### config.mk
export PLATFORM = sky130hd
export DESIGN_NAME = fifo_rd_stream_adapter_flat
export DESIGN_NICKNAME = d
export VERILOG_FILES = /design/src/rtl/fifo_rd_stream_adapter_if.sv /design/src/rtl/fifo_rd_stream_adapter.sv /design/src/flat_wrapper.sv
export SDC_FILE = /design/constraint.sdc
export NUM_CORES = 1
export LEC_CHECK = 0
export ABC_AREA = 1
export CAP_MARGIN = 0
export CELL_PAD_IN_SITES_DETAIL_PLACEMENT = 1
export CELL_PAD_IN_SITES_GLOBAL_PLACEMENT = 1
export CORE_MARGIN = 10
export CORE_UTILIZATION = 32
export DETAILED_ROUTE_END_ITERATION = 6
export PLACE_DENSITY_LB_ADDON = 0.1
export SLEW_MARGIN = 20
export SYNTH_ARGS = -nofsm -noshare
export SYNTH_HDL_FRONTEND = slang
export SYNTH_SLANG_ARGS = --single-unit
export TNS_END_PERCENT = 5
### constraint.sdc
create_clock -name clk -period 2.2 [get_ports clk]
set_clock_uncertainty 0.15 [all_clocks]
set_input_delay 0.22 -clock clk [delete_from_list [all_inputs] [get_ports clk]]
set_output_delay 0.22 -clock clk [all_outputs]
set_load 0.02 [all_outputs]
### src/rtl/fifo_rd_stream_adapter_if.sv
// FIFO read-port and valid/ready stream bundle used by fifo_rd_stream_adapter.
// master = the adapter side, slave = the FIFO/sink environment side.
interface fifo_rd_stream_adapter_if #(
    parameter int WIDTH = 16
);
    logic             fifo_empty;
    logic             fifo_underflow;
    logic [WIDTH-1:0] fifo_data_out;
    logic             fifo_rd_en;
    logic             m_valid;
    logic             m_ready;
    logic [WIDTH-1:0] m_data;

    modport master (
        input  fifo_empty,
        input  fifo_underflow,
        input  fifo_data_out,
        input  m_ready,
        output fifo_rd_en,
        output m_valid,
        output m_data
    );

    modport slave (
        output fifo_empty,
        output fifo_underflow,
        output fifo_data_out,
        output m_ready,
        input  fifo_rd_en,
        input  m_valid,
        input  m_data
    );
endinterface

### src/rtl/fifo_rd_stream_adapter.sv
// Reads a 1-cycle-latency synchronous FIFO and re-presents its words on a
// valid/ready stream through a 2-entry skid buffer, with flush and status.
module fifo_rd_stream_adapter #(
    parameter int FIFO_WIDTH = 16,
    parameter int CNT_WIDTH  = 16
) (
    input  logic                    clk,
    input  logic                    rst,
    fifo_rd_stream_adapter_if.master bus,
    input  logic                    flush,
    output logic [CNT_WIDTH-1:0]    delivered_cnt,
    output logic                    err_underflow
);
    logic [1:0]            count_q, count_d;
    logic                  in_flight_q, in_flight_d;
    logic                  discard_q, discard_d;
    logic [FIFO_WIDTH-1:0] entry0_q, entry0_d;
    logic [FIFO_WIDTH-1:0] entry1_q, entry1_d;
    logic [CNT_WIDTH-1:0]  cnt_q, cnt_d;
    logic                  err_q, err_d;
    logic                  pop_s;
    logic                  push_s;
    logic                  rd_en_s;
    logic [2:0]            credit_s;

    // Credit rule: never have more words buffered plus in transit than the buffer holds.
    always_comb begin
        pop_s    = (count_q != 2'd0) & bus.m_ready;
        push_s   = in_flight_q & ~discard_q;
        credit_s = {1'b0, count_q} + {2'b00, in_flight_q} - {2'b00, pop_s};
        rd_en_s  = ~rst & ~flush & ~bus.fifo_empty & (credit_s < 3'd2);
    end

    // Next-state for buffer, flight tracking, counter and error flag.
    always_comb begin
        count_d     = count_q;
        entry0_d    = entry0_q;
        entry1_d    = entry1_q;
        cnt_d       = cnt_q;
        discard_d   = 1'b0;
        in_flight_d = rd_en_s;
        err_d       = err_q | (in_flight_q & bus.fifo_underflow);
        if (flush) begin
            // A pop presented in the flush cycle is dropped, not counted.
            count_d   = 2'd0;
            discard_d = in_flight_q;
        end else begin
            if (pop_s) begin
                cnt_d = cnt_q + {{(CNT_WIDTH-1){1'b0}}, 1'b1};
            end else begin
                cnt_d = cnt_q;
            end
            case ({push_s, pop_s})
                2'b01: begin
                    entry0_d = entry1_q;
                    count_d  = count_q - 2'd1;
                end
                2'b10: begin
                    if (count_q == 2'd0) begin
                        entry0_d = bus.fifo_data_out;
                    end else begin
                        entry1_d = bus.fifo_data_out;
                    end
                    count_d = count_q + 2'd1;
                end
                2'b11: begin
                    if (count_q == 2'd1) begin
                        entry0_d = bus.fifo_data_out;
                    end else begin
                        entry0_d = entry1_q;
                        entry1_d = bus.fifo_data_out;
                    end
                end
                default: begin
                    count_d = count_q;
                end
            endcase
        end
    end

    // State registers with synchronous reset.
    always_ff @(posedge clk) begin
        if (rst) begin
            count_q     <= 2'd0;
            in_flight_q <= 1'b0;
            discard_q   <= 1'b0;
            entry0_q    <= {FIFO_WIDTH{1'b0}};
            entry1_q    <= {FIFO_WIDTH{1'b0}};
            cnt_q       <= {CNT_WIDTH{1'b0}};
            err_q       <= 1'b0;
        end else begin
            count_q     <= count_d;
            in_flight_q <= in_flight_d;
            discard_q   <= discard_d;
            entry0_q    <= entry0_d;
            entry1_q    <= entry1_d;
            cnt_q       <= cnt_d;
            err_q       <= err_d;
        end
    end

    assign bus.fifo_rd_en = rd_en_s;
    assign bus.m_valid    = (count_q != 2'd0);
    assign bus.m_data     = (count_q != 2'd0) ? entry0_q : {FIFO_WIDTH{1'b0}};
    assign delivered_cnt  = cnt_q;
    assign err_underflow  = err_q;

endmodule
### src/flat_wrapper.sv
// flat-port wrapper written by rule: the top's interface ports become plain ports
module fifo_rd_stream_adapter_flat 
#(
    parameter int FIFO_WIDTH = 16,
    parameter int CNT_WIDTH  = 16
)
  (clk, rst, flush, delivered_cnt, err_underflow, bus_fifo_empty, bus_fifo_underflow, bus_fifo_data_out, bus_m_ready, bus_fifo_rd_en, bus_m_valid, bus_m_data);
  fifo_rd_stream_adapter_if bus_i ();
  input  logic clk;
  input  logic rst;
  input  logic flush;
  output logic [CNT_WIDTH-1:0] delivered_cnt;
  output logic err_underflow;
  input wire logic [$bits(bus_i.fifo_empty)-1:0] bus_fifo_empty;
  input wire logic [$bits(bus_i.fifo_underflow)-1:0] bus_fifo_underflow;
  input wire logic [$bits(bus_i.fifo_data_out)-1:0] bus_fifo_data_out;
  input wire logic [$bits(bus_i.m_ready)-1:0] bus_m_ready;
  output wire logic [$bits(bus_i.fifo_rd_en)-1:0] bus_fifo_rd_en;
  output wire logic [$bits(bus_i.m_valid)-1:0] bus_m_valid;
  output wire logic [$bits(bus_i.m_data)-1:0] bus_m_data;
  assign bus_i.fifo_empty = bus_fifo_empty;
  assign bus_i.fifo_underflow = bus_fifo_underflow;
  assign bus_i.fifo_data_out = bus_fifo_data_out;
  assign bus_i.m_ready = bus_m_ready;
  assign bus_fifo_rd_en = bus_i.fifo_rd_en;
  assign bus_m_valid = bus_i.m_valid;
  assign bus_m_data = bus_i.m_data;
  fifo_rd_stream_adapter #(.FIFO_WIDTH(FIFO_WIDTH), .CNT_WIDTH(CNT_WIDTH)) u_core (.clk(clk), .rst(rst), .bus(bus_i), .flush(flush), .delivered_cnt(delivered_cnt), .err_underflow(err_underflow));
endmodule
; Word level (Yosys, flattened, before mapping)
; Index checks and enable logic that the tools add are counted.
[word_totals]
register_bits = 53
in_bits = 22
output_inout_bits = 35
word_cells = 49
[classes]
n_addsub = 5
magnitude_cmp = 1
eq_ne = 7
mux = 8
bitwise_logic = 11
n_reduce_logical = 10
[op_table]
columns = op, count
row1 = 2-to-1 mux 16 bit, 5
row2 = one-hot mux 16 bit (3 select lines), 1
row3 = one-hot mux 16 bit (2 select lines), 1
row4 = adder 16 x 1 -> 16 bit (second input constant), 1
row5 = bitwise AND 1 bit, 6
row6 = nonzero test 2 bit, 3
row7 = == test 2 x 1 -> 1 bit (second input constant), 2
row8 = == test 2 bit (second input constant), 2
row9 = != test 2 bit (second input constant), 2
row10 = NOT 1 bit, 4
row11 = one-hot mux 2 bit (2 select lines), 1
row12 = AND reduction 4 bit, 1
row13 = OR reduction 2 bit, 2
row14 = adder 2 x 1 -> 3 bit, 1
row15 = < comparator 3 x 2 -> 1 bit (second input constant), 1
row16 = AND reduction 3 bit, 1
row17 = nonzero test 3 bit, 1
row18 = subtractor 3 x 1 -> 3 bit, 1
row19 = adder 2 x 1 -> 2 bit (second input constant), 1
row20 = zero test 2 bit, 1
row21 = != test 2 x 1 -> 1 bit (second input constant), 1
row22 = AND reduction 2 bit, 1
row23 = subtractor 2 x 1 -> 2 bit (second input constant), 1
row24 = OR 1 bit, 1

; Logic depth before layout (Yosys ltp)
[depth]
word_depth = 5
mapped_depth = 14
mapped_depth_nobuf = 12

; Worst setup path before layout
; OpenSTA, ideal clock, no wires.
[synth_timing]
path_type = reg2out
start = register u_core.count_q[1]
end = output bus_fifo_rd_en
arrival_time_ns = 2.586
required_time_ns = 1.830
slack_ns = -0.756
stages_incl_launch_ff = 11
n_path_buf = 1
path_cell_list = dfxtp_1 > inv_1 > ha_1 > buf_4 > inv_2 > nand2_1 > nor2_1 > o21ai_0 > fa_1 > inv_1 > nor4_1
[synth_via]
elab_chain_len = 5
word_cells_on_any_way = 6
cone_classes = add/sub (2) / order compare (1) / bitwise (2) / reduce/logical (1)
[synth_lines]
columns = item, line
row1 = "start, declared", fifo_rd_stream_adapter.sv:14  ; logic [1:0] count_q, count_d;
row2 = "start signal, assigned", fifo_rd_stream_adapter.sv:92  ; count_q <= count_d;
row3 = nonzero test 2 bit, n/a
row4 = net bus_m_valid, flat_wrapper.sv:19  ; output wire logic [$bits(bus_i.m_valid)-1:0] bus_m_valid;
row5 = bitwise AND 1 bit, fifo_rd_stream_adapter.sv:28  ; pop_s = (count_q != 2'd0) & bus.m_ready;
row6 = subtractor 3 x 1 -> 3 bit, fifo_rd_stream_adapter.sv:30  ; credit_s = {1'b0, count_q} + {2'b00, in_flight_q} - {2'b00, pop_s};
row7 = < comparator 3 x 2 -> 1 bit, fifo_rd_stream_adapter.sv:31  ; rd_en_s = ~rst & ~flush & ~bus.fifo_empty & (credit_s < 3'd2);
row8 = bitwise AND 1 bit, fifo_rd_stream_adapter.sv:31
row9 = "end, declared", flat_wrapper.sv:18  ; output wire logic [$bits(bus_i.fifo_rd_en)-1:0] bus_fifo_rd_en;
; The timed path passes the listed nets, and every way through them passes these cells.

; Worst setup path in the final report
[layout_timing]
start = register u_core.count_q[0]
end = output bus_fifo_rd_en
[layout_via]
elab_chain_len = 5
word_cells_on_any_way = 6
cone_classes = add/sub (2) / order compare (1) / bitwise (2) / reduce/logical (1)
[layout_lines]
columns = item, line
row1 = "parallel branches: the longest is 2 deep, another holds adder 2 x 1 -> 3 bit", n/a
row2 = subtractor 3 x 1 -> 3 bit *, fifo_rd_stream_adapter.sv:30
row3 = < comparator 3 x 2 -> 1 bit *, fifo_rd_stream_adapter.sv:31
row4 = bitwise AND 1 bit *, fifo_rd_stream_adapter.sv:31
; Mark *: on every way between the ends.

==> impl_results.md <==
* Status: finished with violations
* Violated checks: negative setup slack
* Final instance area at 3650 um^2
* Final Hold Vio Count at 0
* Antenna-violating nets left at 0
* Critical Path End Type: primary output
* Root Driver: clkbuf_8
* Dominant cells by area after synthesis: dfxtp_1 (40%), nor2_1 (12%), o21ai_0 (10%), inv_1 (9.1%), nand3_1 (4.7%)
* Fin crit period at 2.52 ns
* Tightest Pin Transition at 0.421 ns
* Ports at 57
* Drt first pass iters at 4
* Slew headroom at 71.9%
* Top delay family on crit path: adder cells
* Placed cell area at 3530 um^2
* Post-route insts no fill at 568
* Register area share after synthesis at 39.6%
* Worst-path maximum fanout at 3
* GR peak layer: met2
* RD Place Congestion at 0.749
* Critical Path Source Type: flip-flop
* Clk sinks at 53
* CP bufs+invs at 4
* CTS Buffer Depth at 2
* Antenna violations before repair at 0
* Global-route wire length before repair at 13.5 mm
* Clock latency on the worst-skew pair at 0.31 ns
* Worst hold path type: reg2reg
* Grt ovf at 0
* CTS buffer count at 5
* Met2 Use GR at 22.3%
* CTS tree: built
* Setup TNS at -0.323 ns
* Slack of the critical path at -0.323 ns
* Avg Inst Size Synth at 6.85 um^2
* Top cell by count, worst path: buf_4
* Met3 Use GR at 3.86%
* Critical Path RT at 1.83 ns
* Synth top area share at 39.6%
* Vias in the first global route at 2817
* Die H at 111 um
* # port buffers at 56
* Fmax at 0.396 GHz
* Starting density of the core at 32.8%
* Place WS at -0.697 ns
* # nets final at 490
* Slew Viols, Final at 0
* Post-synth ARST share at 0%
* Crit share post-route at 115%
* Total GRT Usage at 12.7%
* Arr. time, crit path at 2.15 ns
* Critical path's largest stage delay at 0.37 ns
* Largest net degree at the start of global routing at 45
* Synthesis-stage register bit count at 53
* Drt initial violations at 61
* Most common cell in the netlist: nor2_1
* Yosys warns at 0
* Slowest-stage cell, CP: fa_2
* PwrDens at 538 nW/um^2
* Area growth, synth to finish at 36.2%
* DRC at 0
* Max Cap Viol at 0
* RSZ-0062 raised after global routing: true
* Commonest cells in the netlist: nor2_1 (86), inv_1 (65), o21ai_0 (55)
* Syn nets at 419
* Cells after DPL at 560
* Critical path type: reg2out
* Peak VDD IR at 0.280 mV
* Yosys cell types at 29
* Die area at 12400 um^2
* Proportion of layout cells with a drive suffix above 1 at 12.3%
* Vias at 2641
* DIE WIDTH at 111 um
* # diodes at 0
* Row count at 33
* Reg2Reg Setup Slack at 0.14 ns
* Cell Chain, Critical Path: inv_4 > ha_4 > inv_8 > nand2_8 > nor2_4 > buf_4 > fa_2 > xor2_2 > nor4_4 > buf_4
* Clk pin slew, worst setup/hold paths at 0.09 ns
* Largest area contributor in the netlist: dfxtp_1
* DP Wirelength at 6.03 mm
* Vias/cell at 4.65
* Hold-fix buffers, CTS at 0
* Core Box Area at 8180 um^2
* Most used DFF post-synth: dfxtp_1
* DRT Wirelength at 7.96 mm
* Met1 usage at 14.8%
* EDFF count, synth at 0
* Mapped Area at 2680 um^2
* Pleak at 1.52 nW
* Per-cell routed wire length at 14.0 um
* Setup Viol. Count Final at 1
* Final core occ at 44.6%
* Cells after Synth at 391
* H-tree Lvls at 2
* Post-CTS Setup Bufs at 0
metrics by stage:
stage / total power, mW / hold WS (ns)
final: 1.96 / 0.328
after global routing: 2.09 / 0.361
after global placement: 1.32 / 0.308
after detailed placement: 1.33 / 0.321
after CTS: 2.00 / 0.336
after floorplan: 1.20 / 0.139
per-layer routing:
layer	up-vias	part of all wire, %
met5	-	0
met4	0	0.99
met3	10	3.7
met2	37	49
met1	1219	46
li1	1375	-
cell families after synthesis:
| logic type | after synthesis | synth area share [%] |
|---|---|---|
| buffers and inverters | 82 | 12.2 |
| and+or+nand+nor | 176 | 29.8 |
| xor gates and xnor gates | 4 | 1.31 |
| adders and majority gates | 6 | 3.08 |
| DFF | 53 | 39.6 |
| AOI/OAI and AO/OA | 70 | 13.9 |
sequential cells by signal (all words and copies together), names as in the netlist:
signal / count
u_core.discard_q: 1
u_core.count_q: 2
u_core.delivered_cnt: 16
u_core.in_flight_q: 1
u_core.err_underflow: 1
u_core.entry1_q: 16
u_core.entry0_q: 16
power by group:
group	switching (mW)	internal (mW)
clock network	0.328	0.326
logic	0.170	0.130
registers	0.0175	0.993
total	0.515	1.45
path summary, 6_finish.rpt:
kind,cells after the start,startpoint,endpoint
setup / recovery,10,u_core.count_q[0],bus_fifo_rd_en
hold / removal,2,u_core.delivered_cnt[12],u_core.delivered_cnt[12]
setup reg to reg,12,u_core.count_q[0],u_core.entry0_q[1]
hold reg to reg,2,u_core.delivered_cnt[12],u_core.delivered_cnt[12]
cell usage in the layout, fill, tap and decap left out, types with 6 or more instances in the layout:
cell and count:
nor3_1 18, a21oi_1 11, nand3_1 25, clkbuf_8 6
dfxtp_1 51, buf_4 23, nor2_1 84, nand2_1 32
clkdlybuf4s50_1 39, dlygate4sd2_1 15, inv_1 61, o21ai_0 54
final cells by class:
| cell class | instances | area (um^2) |
|---|---|---|
| clock buffers | 8 | 111 |
| fillers | 1043 | 4530 |
| multi-input cells | 256 | 1360 |
| repair buffers | 78 | 707 |
| well taps | 105 | 131 |
| inverters | 68 | 270 |
| flip-flops and latches | 53 | 1070 |
repair_timing:
item / in CTS / in global routing
pin swaps: 6 / 0
endpoints found under the setup margin: 16 / 5
resized for setup: 25 / 2
worst min-delay path: cells and delay by family (launching register included):
kind,cells,cell delay (ns)
flops,1,0.33
buf+inv,1,0.05
compound gates,1,0.06
Note: power is estimated with default switching activity, not from simulation.
